**config.mk**
```make
export PLATFORM = sky130hd
export DESIGN_NAME = def_cmd_sched
export DESIGN_NICKNAME = d
export VERILOG_FILES = /design/src/rtl/def_cmd_sched.sv
export SDC_FILE = /design/constraint.sdc
export NUM_CORES = 1
export LEC_CHECK = 0
export CELL_PAD_IN_SITES_DETAIL_PLACEMENT = 2
export CELL_PAD_IN_SITES_GLOBAL_PLACEMENT = 2
export CORE_MARGIN = 2
export CORE_UTILIZATION = 47
export CTS_CLUSTER_SIZE = 14
export DETAILED_ROUTE_END_ITERATION = 7
export PLACE_DENSITY = 0.85
export SLEW_MARGIN = 20
export SYNTH_ARGS = -nofsm -noshare
export SYNTH_HDL_FRONTEND = slang
export SYNTH_SLANG_ARGS = --single-unit
```
**constraint.sdc**
```tcl
create_clock -name clk -period 4.9 [get_ports clk]
set_input_delay 0.98 -clock clk [delete_from_list [all_inputs] [get_ports clk]]
set_output_delay 0.98 -clock clk [all_outputs]
set_load 0.01 [all_outputs]
```
**src/rtl/def_cmd_sched.sv**
```systemverilog
// Command scheduler: decodes a 4-word NIOS window and feeds two paced
// valid/ready channels from per-channel show-ahead FIFOs.

module def_cmd_sched_ch #(
    parameter int DEPTH = 8,
    parameter int GAP   = 16,
    parameter int DW    = 32
) (
    input  logic                       clk,
    input  logic                       reset,
    input  logic                       i_wr,
    input  logic                       i_flush,
    input  logic [DW-1:0]              i_data,
    input  logic                       i_ready,
    output logic [DW-1:0]              o_data,
    output logic                       o_valid,
    output logic [$clog2(DEPTH):0]     o_level,
    output logic                       o_drop,
    output logic                       o_busy
);
    localparam int AW = $clog2(DEPTH);
    localparam int LW = AW + 1;
    localparam int CW = (GAP > 1) ? $clog2(GAP) : 1;
    localparam logic [CW-1:0] GAP_LD = CW'((GAP > 0) ? GAP - 1 : 0);

    typedef enum logic [1:0] {S_EMPTY, S_PRESENT, S_GAP} state_t;

    logic [DW-1:0] r_mem [DEPTH];
    logic [AW-1:0] r_wptr, r_rptr;
    logic [LW-1:0] r_level;
    logic [CW-1:0] r_cnt;
    logic          r_valid;
    state_t        r_state;

    logic          w_pop, w_full, w_acc;
    logic [LW-1:0] w_level_nxt;

    assign w_pop  = r_valid & i_ready;
    assign w_full = (r_level == LW'(DEPTH));
    // A full FIFO still takes a word when the head leaves in the same cycle.
    assign w_acc  = i_wr & ~i_flush & (~w_full | w_pop);
    assign w_level_nxt = i_flush ? '0 : r_level + LW'(w_acc) - LW'(w_pop);

    always_ff @(posedge clk) begin
        if (w_acc) r_mem[r_wptr] <= i_data;
    end

    always_ff @(posedge clk) begin
        if (reset || i_flush) begin
            r_wptr  <= '0;
            r_rptr  <= '0;
            r_level <= '0;
        end else begin
            r_wptr  <= r_wptr + AW'(w_acc);
            r_rptr  <= r_rptr + AW'(w_pop);
            r_level <= w_level_nxt;
        end
    end

    always_ff @(posedge clk) begin
        if (reset) begin
            r_state <= S_EMPTY;
            r_valid <= 1'b0;
            r_cnt   <= '0;
        end else begin
            case (r_state)
                S_EMPTY: begin
                    if (w_level_nxt != '0) begin
                        r_state <= S_PRESENT;
                        r_valid <= 1'b1;
                    end
                end
                S_PRESENT: begin
                    if (i_flush) begin
                        r_state <= S_EMPTY;
                        r_valid <= 1'b0;
                    end else if (w_pop) begin
                        if (GAP > 0) begin
                            r_state <= S_GAP;
                            r_valid <= 1'b0;
                            r_cnt   <= GAP_LD;
                        end else if (w_level_nxt == '0) begin
                            r_state <= S_EMPTY;
                            r_valid <= 1'b0;
                        end
                    end
                end
                S_GAP: begin
                    // Gap runs to completion even across a flush.
                    if (r_cnt == '0) begin
                        r_state <= (w_level_nxt != '0) ? S_PRESENT : S_EMPTY;
                        r_valid <= (w_level_nxt != '0);
                    end else begin
                        r_cnt <= r_cnt - 1'b1;
                    end
                end
                default: begin
                    r_state <= S_EMPTY;
                    r_valid <= 1'b0;
                end
            endcase
        end
    end

    assign o_data  = r_valid ? r_mem[r_rptr] : '0;
    assign o_valid = r_valid;
    assign o_level = r_level;
    assign o_drop  = i_wr & ~i_flush & ~w_acc;
    assign o_busy  = (r_level != '0) | (r_state == S_GAP);
endmodule

module def_cmd_sched #(
    parameter int         DEPTH     = 8,
    parameter logic [7:0] BASE_ADDR = 8'h20,
    parameter int         GAP       = 16
) (
    input  logic                   clk,
    input  logic                   reset,
    input  logic                   i_cmd_wr,
    input  logic [7:0]             i_cmd_addr,
    input  logic [31:0]            i_cmd_data,
    output logic [31:0]            o_cntr0_data,
    output logic                   o_cntr0_valid,
    input  logic                   i_cntr0_ready,
    output logic [31:0]            o_cntr1_data,
    output logic                   o_cntr1_valid,
    input  logic                   i_cntr1_ready,
    output logic [$clog2(DEPTH):0] o_level0,
    output logic [$clog2(DEPTH):0] o_level1,
    output logic [1:0]             o_ovf,
    output logic                   o_busy
);
    localparam int NUM_LANES = 2;
    localparam int LW        = $clog2(DEPTH) + 1;

    logic [7:0]                     w_off;
    logic                           w_hit, w_ctl, w_clr;
    logic [NUM_LANES-1:0]           w_wr, w_flush, w_drop, w_busy, w_valid, w_ready;
    logic [NUM_LANES-1:0][31:0]     w_data;
    logic [NUM_LANES-1:0][LW-1:0]   w_level;
    logic [NUM_LANES-1:0]           r_ovf;

    assign w_off   = i_cmd_addr - BASE_ADDR;
    assign w_hit   = i_cmd_wr & (w_off[7:2] == 6'd0);
    // Offset 2 is broadcast: each lane decides acceptance on its own.
    assign w_wr[0] = w_hit & ((w_off[1:0] == 2'd0) | (w_off[1:0] == 2'd2));
    assign w_wr[1] = w_hit & ((w_off[1:0] == 2'd1) | (w_off[1:0] == 2'd2));
    assign w_ctl   = w_hit & (w_off[1:0] == 2'd3);
    assign w_flush = {NUM_LANES{w_ctl}} & i_cmd_data[NUM_LANES-1:0];
    assign w_clr   = w_ctl & i_cmd_data[2];
    assign w_ready = {i_cntr1_ready, i_cntr0_ready};

    for (genvar g = 0; g < NUM_LANES; g++) begin : g_lane
        def_cmd_sched_ch #(.DEPTH(DEPTH), .GAP(GAP), .DW(32)) u_ch (
            .clk     (clk),
            .reset   (reset),
            .i_wr    (w_wr[g]),
            .i_flush (w_flush[g]),
            .i_data  (i_cmd_data),
            .i_ready (w_ready[g]),
            .o_data  (w_data[g]),
            .o_valid (w_valid[g]),
            .o_level (w_level[g]),
            .o_drop  (w_drop[g]),
            .o_busy  (w_busy[g])
        );

        // Set beats clear in the same cycle.
        always_ff @(posedge clk) begin
            if (reset)          r_ovf[g] <= 1'b0;
            else if (w_drop[g]) r_ovf[g] <= 1'b1;
            else if (w_clr)     r_ovf[g] <= 1'b0;
        end
    end

    assign o_cntr0_data  = w_data[0];
    assign o_cntr0_valid = w_valid[0];
    assign o_cntr1_data  = w_data[1];
    assign o_cntr1_valid = w_valid[1];
    assign o_level0      = w_level[0];
    assign o_level1      = w_level[1];
    assign o_ovf         = r_ovf;
    assign o_busy        = |w_busy;
endmodule
```
==> results of run 1 <==
area by class of cell:
class                      instances  area share (%)
tap                              600            2.93
sequential                       548            62.9
clock inverter                    25            1.09
multi-input combinational        438            20.9
inverter                          28           0.410
clock buffer                      77            6.01
timing repair buffer             153            5.77
layer usage:
metal	up-vias	track usage, %	share of wire [%]
li1	4600	-	-
met1	6212	37.0	41
met2	383	48.9	52
met3	81	3.63	4.7
met4	0	7.26	2.1
met5	-	0	0
cells in the final DEF (no fill, tap or decap), types with 12 or more instances in the layout:
cell,instances
ha_1,26
clkbuf_16,56
inv_1,28
nand2_1,12
mux4_2,128
nor2b_1,65
clkdlybuf4s50_1,121
nor2_1,17
clkbuf_1,15
nor2_4,12
dfxtp_1,28
and2_1,16
buf_4,30
mux2i_1,65
edfxtp_1,512
metrics by stage:
step / area, um^2 / util [%] / power (mW)
floorplan: 21600 / - / 6.73
global placement: 23800 / 52.4 / 7.65
detailed placement: 23800 / 52.4 / 7.81
CTS: 25600 / 56.4 / 12.2
global route: 25600 / 56.4 / 12.5
finish: 25600 / 56.4 / 12.1
final timing paths:
check	endpoint	cells after the start	from	slack, ns
hold / removal	o_ovf[1]	2	o_ovf[1]	0.50
setup reg to reg	g_lane[0].u_ch.o_valid	8	g_lane[0].u_ch.o_valid	1.23
setup / recovery	o_cntr0_data[0]	5	g_lane[0].u_ch.r_rptr[0]	0.63
hold reg to reg	o_ovf[1]	2	o_ovf[1]	0.50
synth_stat cells (2+ instances only):
cell type and count:
mux2i_1 65, a221oi_1 2, edfxtp_1 512, clkbuf_1 21, buf_1 8, and3_1 3
a21o_1 2, xnor2_1 4, nor3_2 4, nand4b_1 2, nor2b_1 65, nor3b_1 2
or2_1 2, ha_1 26, nor2_1 29, dfxtp_1 36, o21bai_1 2, or3_1 4
xor2_1 4, inv_1 28, fa_1 2, and2_1 16, buf_2 16, nand2b_1 7
nand3_1 5, a31oi_1 7, nand2b_2 2, nor3_1 7, nand2_1 12, nand4_1 2
nand2_2 2, o21ai_0 5, o22ai_1 2, a21oi_1 9, nor4_1 2, mux4_2 128
registers in the layout (all words and copies together) (netlist names):
| register | flops |
|---|---|
| g_lane.u_ch.r_rptr | 6 |
| g_lane.u_ch.o_valid | 2 |
| o_ovf | 2 |
| g_lane.u_ch.r_state | 4 |
| g_lane.u_ch.o_level | 8 |
| g_lane.u_ch.r_mem | 512 |
| g_lane.u_ch.r_cnt | 8 |
| g_lane.u_ch.r_wptr | 6 |
logic make-up after synthesis:
kind of cell,count (synthesis)
fa+ha+maj,28
simple gates,172
xor+xnor,8
flops,548
compound gates,37
mux,193
buf+inv,75
worst min-delay path, stage by stage, from the launching register on:
cell     delay (ns)
dfxtp_1        0.32
nand2_1        0.07
a21oi_1        0.06
power by group through the flow:
| stage | Clock [mW] | Sequential (mW) | Combinational [mW] |
|---|---|---|---|
| after floorplan | 0 | 5.35 | 1.38 |
| after global placement | 0 | 5.52 | 2.12 |
| after detailed placement | 0 | 5.54 | 2.27 |
| after CTS | 4.44 | 5.44 | 2.33 |
| after global routing | 4.57 | 5.46 | 2.45 |
| final | 4.37 | 5.44 | 2.30 |
==> flow_summary_export.csv, run 1 <==
group,metric,value,unit
sta,timing.hold.ws,0.502,ns
cts,postCtsSetupBuffers,0,
pwr,total_power_per_unit_cell_area,473,nW/um^2
layout,insertedDiodeCount,0,
sta,postLayoutSetupSlackWorst,0.630,ns
placement,dp_worst_setup_slack,0.268,ns
layout,combined_area_of_the_multi_input_logic_cells,5340,um^2
pwr,internal_power,8.87,mW
global_routing,pin_count_of_the_biggest_net_entering_global_routing,53,
sta,worstMarginPinSlew,1.03,ns
logic_synthesis,synth_adder_area_share,1.69,%
logic_synthesis,synth_mux_area_share,16.3,%
cts,worstSkewPairLatency,0.62,ns
logic_synthesis,synth_compound_gate_area_share,1.12,%
cts,hold_buf_count_cts,0,
logic_synthesis,synthSimpleGateAreaFrac,4.70,%
layout,layout-drive-gt1-share,21.1,%
drt,drc_errors_left,0,
cts,cts_max_level,2,
logic_synthesis,dominant_combinational_cell_family_by_area_after_synthesis,"multiplexers",
sta,grt_setup_unrepaired,"no",
logic_synthesis,synth_cells,1061,
cts,cts_inserted_buffers,56,
pwr,seq_power_share,44.9,%
logic_synthesis,synth_seq_area_share,74.4,%
placement,routabilityCongestion,0.766,
die,fp-row-count,78,
critical_path,critical_path.top_delay_family,"buffers and inverters",
pwr,power.leakage,7.96,nW
logic_synthesis,synth.ff_latch_count,548,
die,initial_core_util,47.7,%
drt,detail_route.iter0.violations,1043,
sta,post-route-min-period,4.27,ns
sta,hold_viol,0,
layout,nets_final,1298,
sta,setup_tns,0,ns
cts,clk_pin_slew_worst_paths,0.06,ns
sta,finalSetupViolations,0,
logic_synthesis,synthTopCellsByArea,"edfxtp_1 (71%), mux4_2 (13%), dfxtp_1 (3.3%)",
logic_synthesis,ys_warn_count,0,
logic_synthesis,synth_area_leader_cell,"edfxtp_1",
drt,post_drt_via_cell_ratio,6.03,
die,width_of_the_die,219,um
global_routing,grt.total_usage,27.9,%
global_routing,number_of_antenna_violations_at_the_first_check_in_global_routing,1,
logic_synthesis,synthesis.area_per_instance,20.4,um^2
die,chipHeight,219,um
cts,count_of_cells_resized_by_post_cts_repair,0,
die,design.portCount,122,
pwr,net-switching-power,3.23,mW
sta,finalClockSkew,0.0276,ns
placement,portBuffers,121,
global_routing,wire_length_of_the_first_global_routing_pass,93900,um
pwr,netSwitchingFraction,26.7,%
run,drv.max_cap_violation_count,0,
pwr,p_clk_share,36.1,%
global_routing,grt_pass1_vias,12600,
sta,max-slew-margin-rel,31.3,%
drt,route.detailed.wl_per_inst,34.4,um
logic_synthesis,synthXorXnorAreaFrac,0.324,%
drt,dr_total_vias,11300,
placement,numPlacedInstances,1767,
die,dieArea,47800,um^2
drt,drt-total-wl,64400,um
logic_synthesis,ys.flop_type,"edfxtp_1",
die,core_region_area,45400,um^2
critical_path,crit_path_start_kind,"register",
cts,max-clock-path-buffers,3,
critical_path,critical_path.slowest_cell,"dfxtp_4",
logic_synthesis,synth-async-reset-ratio,0,%
layout,area.sequential,16100,um^2
cts,ctsRootBufferMaster,"clkbuf_16",
critical_path,cp_num_buf_inv,2,
layout,area_growth,18.4,%
drt,drtAntennaViolNets,0,
critical_path,critical_path_required,3.92,ns
sta,finalCritPeriodShare,87.1,%
pwr,vdd_ir_drop_max,370,uV
logic_synthesis,top_cell_type_s_share_of_synthesized_area,71.1,%
logic_synthesis,yosys.cell_types.count,52,
cts,tritoncts_clock_tree,"done",
outcome,run_status,"finished, final reports clean",
layout,fillers,3721,
logic_synthesis,synthesis.nets,1134,
hold_path,hold_path_class,"register to register",
critical_path,criticalPathCategory,"register to primary output",
sta,max_clock_freq,0.234,GHz
critical_path,arrival,3.29,ns
critical_path,critical_path.max_stage_delay,0.78,ns
logic_synthesis,synth_enable_flop_cells,512,
pwr,power.combinational.fraction,19.0,%
critical_path,critical_path.max_fanout,34,
drt,drt_pre_antenna_iters,5,
critical_path,crit_path_cell_trace,"buf_12, mux4_2, mux2i_1, nor2b_1, clkdlybuf4s50_1",
sta,total_count_of_max_transition_violations_in_the_final_report,0,
critical_path,crit_path_end_kind,"primary output",
logic_synthesis,synth.cell_area,21600,um^2
layout,layout.cells.non_filler,1869,
placement,post-dp-hpwl,38800,um
cts,tritoncts_num_sinks,548,
global_routing,gr-total-overflow,0,
Power figures use the tool's default switching activity.
==> run 2, diff against run 1 <==
--- a/config.mk
+++ b/config.mk
@@ -15,4 +15,5 @@
 export SLEW_MARGIN = 20
 export SYNTH_ARGS = -nofsm -noshare
 export SYNTH_HDL_FRONTEND = slang
+export SYNTH_HIERARCHICAL = 1
 export SYNTH_SLANG_ARGS = --single-unit
==> flow_summary_export.csv, run 2 <==
group,metric,value,unit
logic_synthesis,synthesis.nets,1118,
layout,largest_register_ff_count,512,
sta,max-slew-margin-rel,36.4,%
layout,area_growth,18.2,%
global_routing,number_of_antenna_violations_at_the_first_check_in_global_routing,3,
run,drv.max_cap_violation_count,0,
placement,routabilityCongestion,0.738,
drt,drt-total-wl,67200,um
die,fp-row-count,78,
sta,finalClockSkew,0.0245,ns
sta,hold_viol,0,
global_routing,pin_count_of_the_biggest_net_entering_global_routing,36,
die,design.portCount,122,
logic_synthesis,top_cell_type_s_share_of_synthesized_area,71.0,%
die,initial_core_util,47.6,%
layout,layout_commonest_cell,"edfxtp_1",
pwr,vdd_ir_drop_max,414,uV
layout,layout-drive-gt1-share,21.6,%
die,chipHeight,219,um
sta,grt_setup_unrepaired,"no",
logic_synthesis,yosys.cell_types.count,42,
critical_path,critical_path.max_fanout,6,
sta,worstMarginPinSlew,0.952,ns
pwr,total_power_per_unit_cell_area,464,nW/um^2
sta,postLayoutSetupSlackWorst,0.394,ns
critical_path,worst-r2r-cell-count,10,
logic_synthesis,synthesis.area_per_instance,20.7,um^2
logic_synthesis,synth.ff_latch_count,548,
drt,drtAntennaViolNets,0,
cts,cts_inserted_buffers,57,
layout,layout.cell_area.non_filler,25600,um^2
placement,portBuffers,121,
global_routing,wire_length_of_the_first_global_routing_pass,95800,um
critical_path,criticalPathCategory,"primary input to register",
global_routing,grt.total_usage,28.9,%
sta,post-route-min-period,4.51,ns
layout,combined_area_of_the_multi_input_logic_cells,5340,um^2
sta,setup_tns,0,ns
die,core_region_area,45500,um^2
critical_path,critical_path_required,5.40,ns
critical_path,worst-r2r-setup-slack,1.55,ns
pwr,power.leakage,7.98,nW
logic_synthesis,synth_enable_flop_cells,512,
sta,total_count_of_max_transition_violations_in_the_final_report,0,
critical_path,critical_path.top_delay_family,"simple AND/OR/NAND/NOR gates",
sta,max_clock_freq,0.222,GHz
critical_path,crit_path_cell_trace,"clkdlybuf4s50_1, inv_1, ha_1, nand4bb_1, nor4b_2, buf_4, and3_1, nand2b_1, nand2b_1, o21ai_0, ha_1, fa_1, or3_1, a211o_1, nand3_1, o21ai_1",
cts,cts_max_level,2,
hold_path,hold_path_class,"register to register",
critical_path,arrival,5.01,ns
global_routing,gr-total-overflow,0,
pwr,report.power.total,11.9,mW
hold_path,min_delay_path_depth,2,
cts,postCtsSetupBuffers,0,
cts,tritoncts_num_sinks,548,
die,dieArea,47800,um^2
placement,detailed_place.area,23800,um^2
critical_path,instance_count_on_the_critical_path,16,
drt,route.detailed.wl_per_inst,35.9,um
cts,worstSkewPairLatency,0.63,ns
sta,finalSetupViolations,0,
sta,finalCritPeriodShare,92.0,%
logic_synthesis,synthTopCellsByCount,"edfxtp_1 (512), mux4_2 (128), nor2b_1 (66)",
logic_synthesis,ys.flop_type,"edfxtp_1",
layout,final_core_utilization,56.3,%
logic_synthesis,synth.cell_area,21700,um^2
logic_synthesis,synth-async-reset-ratio,0,%
placement,dp_worst_setup_slack,0.00265,ns
critical_path,cp_num_buf_inv,3,
logic_synthesis,top_count_cell_post_synth,"edfxtp_1",
critical_path,critical_path.max_stage_delay,0.53,ns
drt,detail_route.iter0.violations,1123,
layout,final_cell_mix,"edfxtp_1 (512), mux4_2 (128), clkdlybuf4s50_1 (121)",
critical_path,critical_path.slowest_cell,"fa_1",
cts,clk_pin_slew_worst_paths,0.06,ns
die,width_of_the_die,219,um
drt,dr_total_vias,11300,
placement,post-dp-hpwl,39700,um
logic_synthesis,synth_area_leader_cell,"edfxtp_1",
logic_synthesis,synth_seq_area_share,74.3,%
logic_synthesis,ys_warn_count,6,
cts,hold_buf_count_cts,0,
cts,ctsRootBufferMaster,"clkbuf_16",
outcome,run_status,"finished, final reports clean",
cts,count_of_cells_resized_by_post_cts_repair,0,
drt,drc_errors_left,0,
drt,post_drt_via_cell_ratio,6.07,
layout,fillers,3812,
layout,nets_final,1293,
logic_synthesis,synthTopCellsByArea,"edfxtp_1 (71%), mux4_2 (13%), dfxtp_1 (3.3%)",
layout,register_name_with_the_most_flops,"g_lane.u_ch/r_mem",
critical_path,crit_path_start_kind,"primary input",
layout,area.sequential,16100,um^2
logic_synthesis,synth_cells,1047,
cts,max-clock-path-buffers,3,
drt,drt_pre_antenna_iters,5,
cts,tritoncts_clock_tree,"done",
layout,insertedDiodeCount,0,
critical_path,crit_path_end_kind,"register",
global_routing,grt_pass1_vias,12800,
-- run 2: cell types whose count changed in the layout (fill, tap and decap cells not counted), sizes merged, moves of 4 or more --
cell    delta
clkinv     +8
a31oi      -7
buf        +7
inv        -6
nor2       -5
xnor2      +4
-- run 2: per-layer routing --
metal  global-route usage (%)  up-vias  share of wire, %
li1                         -     4574                 -
met1                     36.5     6148                39
met2                     49.9      479                52
met3                     5.16      133               5.5
met4                     10.9        2               3.6
met5                        0        -             0.016
-- run 2: worst reg2reg max path: cells and delay by family (launching register included) --
kind	cells	cell delay (ns)
compound gates	3	0.62
simple gates	5	1.10
fa+ha+maj	2	0.78
flops	1	0.74
-- run 2: report_power, final --
part	internal (mW)	leakage (nW)	switching, mW
registers	5.18	4.90	0.148
clock network	2.38	0.867	1.89
logic	1.15	2.22	1.13
total	8.70	7.98	3.17
-- run 2: per-stage QoR --
stage / hold WS, ns / instances
4_1_cts: 0.510 / 1868
2_1_floorplan: 0.461 / 1047
6_report: 0.504 / 1868
3_5_place_dp: 0.502 / 1763
5_1_grt: 0.529 / 1868
3_3_place_gp: 0.476 / 1763
-- run 2: kinds of logic (layout without fill, tap and decap cells) --
group / after synthesis / in the layout / synth area share, %
XOR/XNOR: 15 / 15 / 0.606
buffers and inverters: 66 / 287 / 1.74
AO/OA/AOI/OAI: 29 / 29 / 0.878
AND/OR/NAND/NOR: 171 / 171 / 4.66
flip-flops: 548 / 548 / 74.3
adder cells (fa/ha/maj): 26 / 26 / 1.57
multiplexers: 192 / 192 / 16.3
-- run 2: cell type report --
type / instances / share of cell area, %
Sequential cell: 548 / 62.9
Multi-Input combinational cell: 433 / 20.9
Clock buffer: 75 / 6.08
Timing Repair Buffer: 160 / 6.07
Tap cell: 600 / 2.93
Clock inverter: 30 / 0.811
Inverter: 22 / 0.323
-- run 2: worst paths after layout --
path | start | endpoint
worst max-delay path | i_cmd_addr[5] | g_lane[1].u_ch/o_valid
worst min-delay path | g_lane[0].u_ch/r_cnt[0] | g_lane[0].u_ch/r_cnt[0]
worst max register to register | g_lane[1].u_ch/o_valid | g_lane[1].u_ch/o_valid
worst min register to register | g_lane[0].u_ch/r_cnt[0] | g_lane[0].u_ch/r_cnt[0]
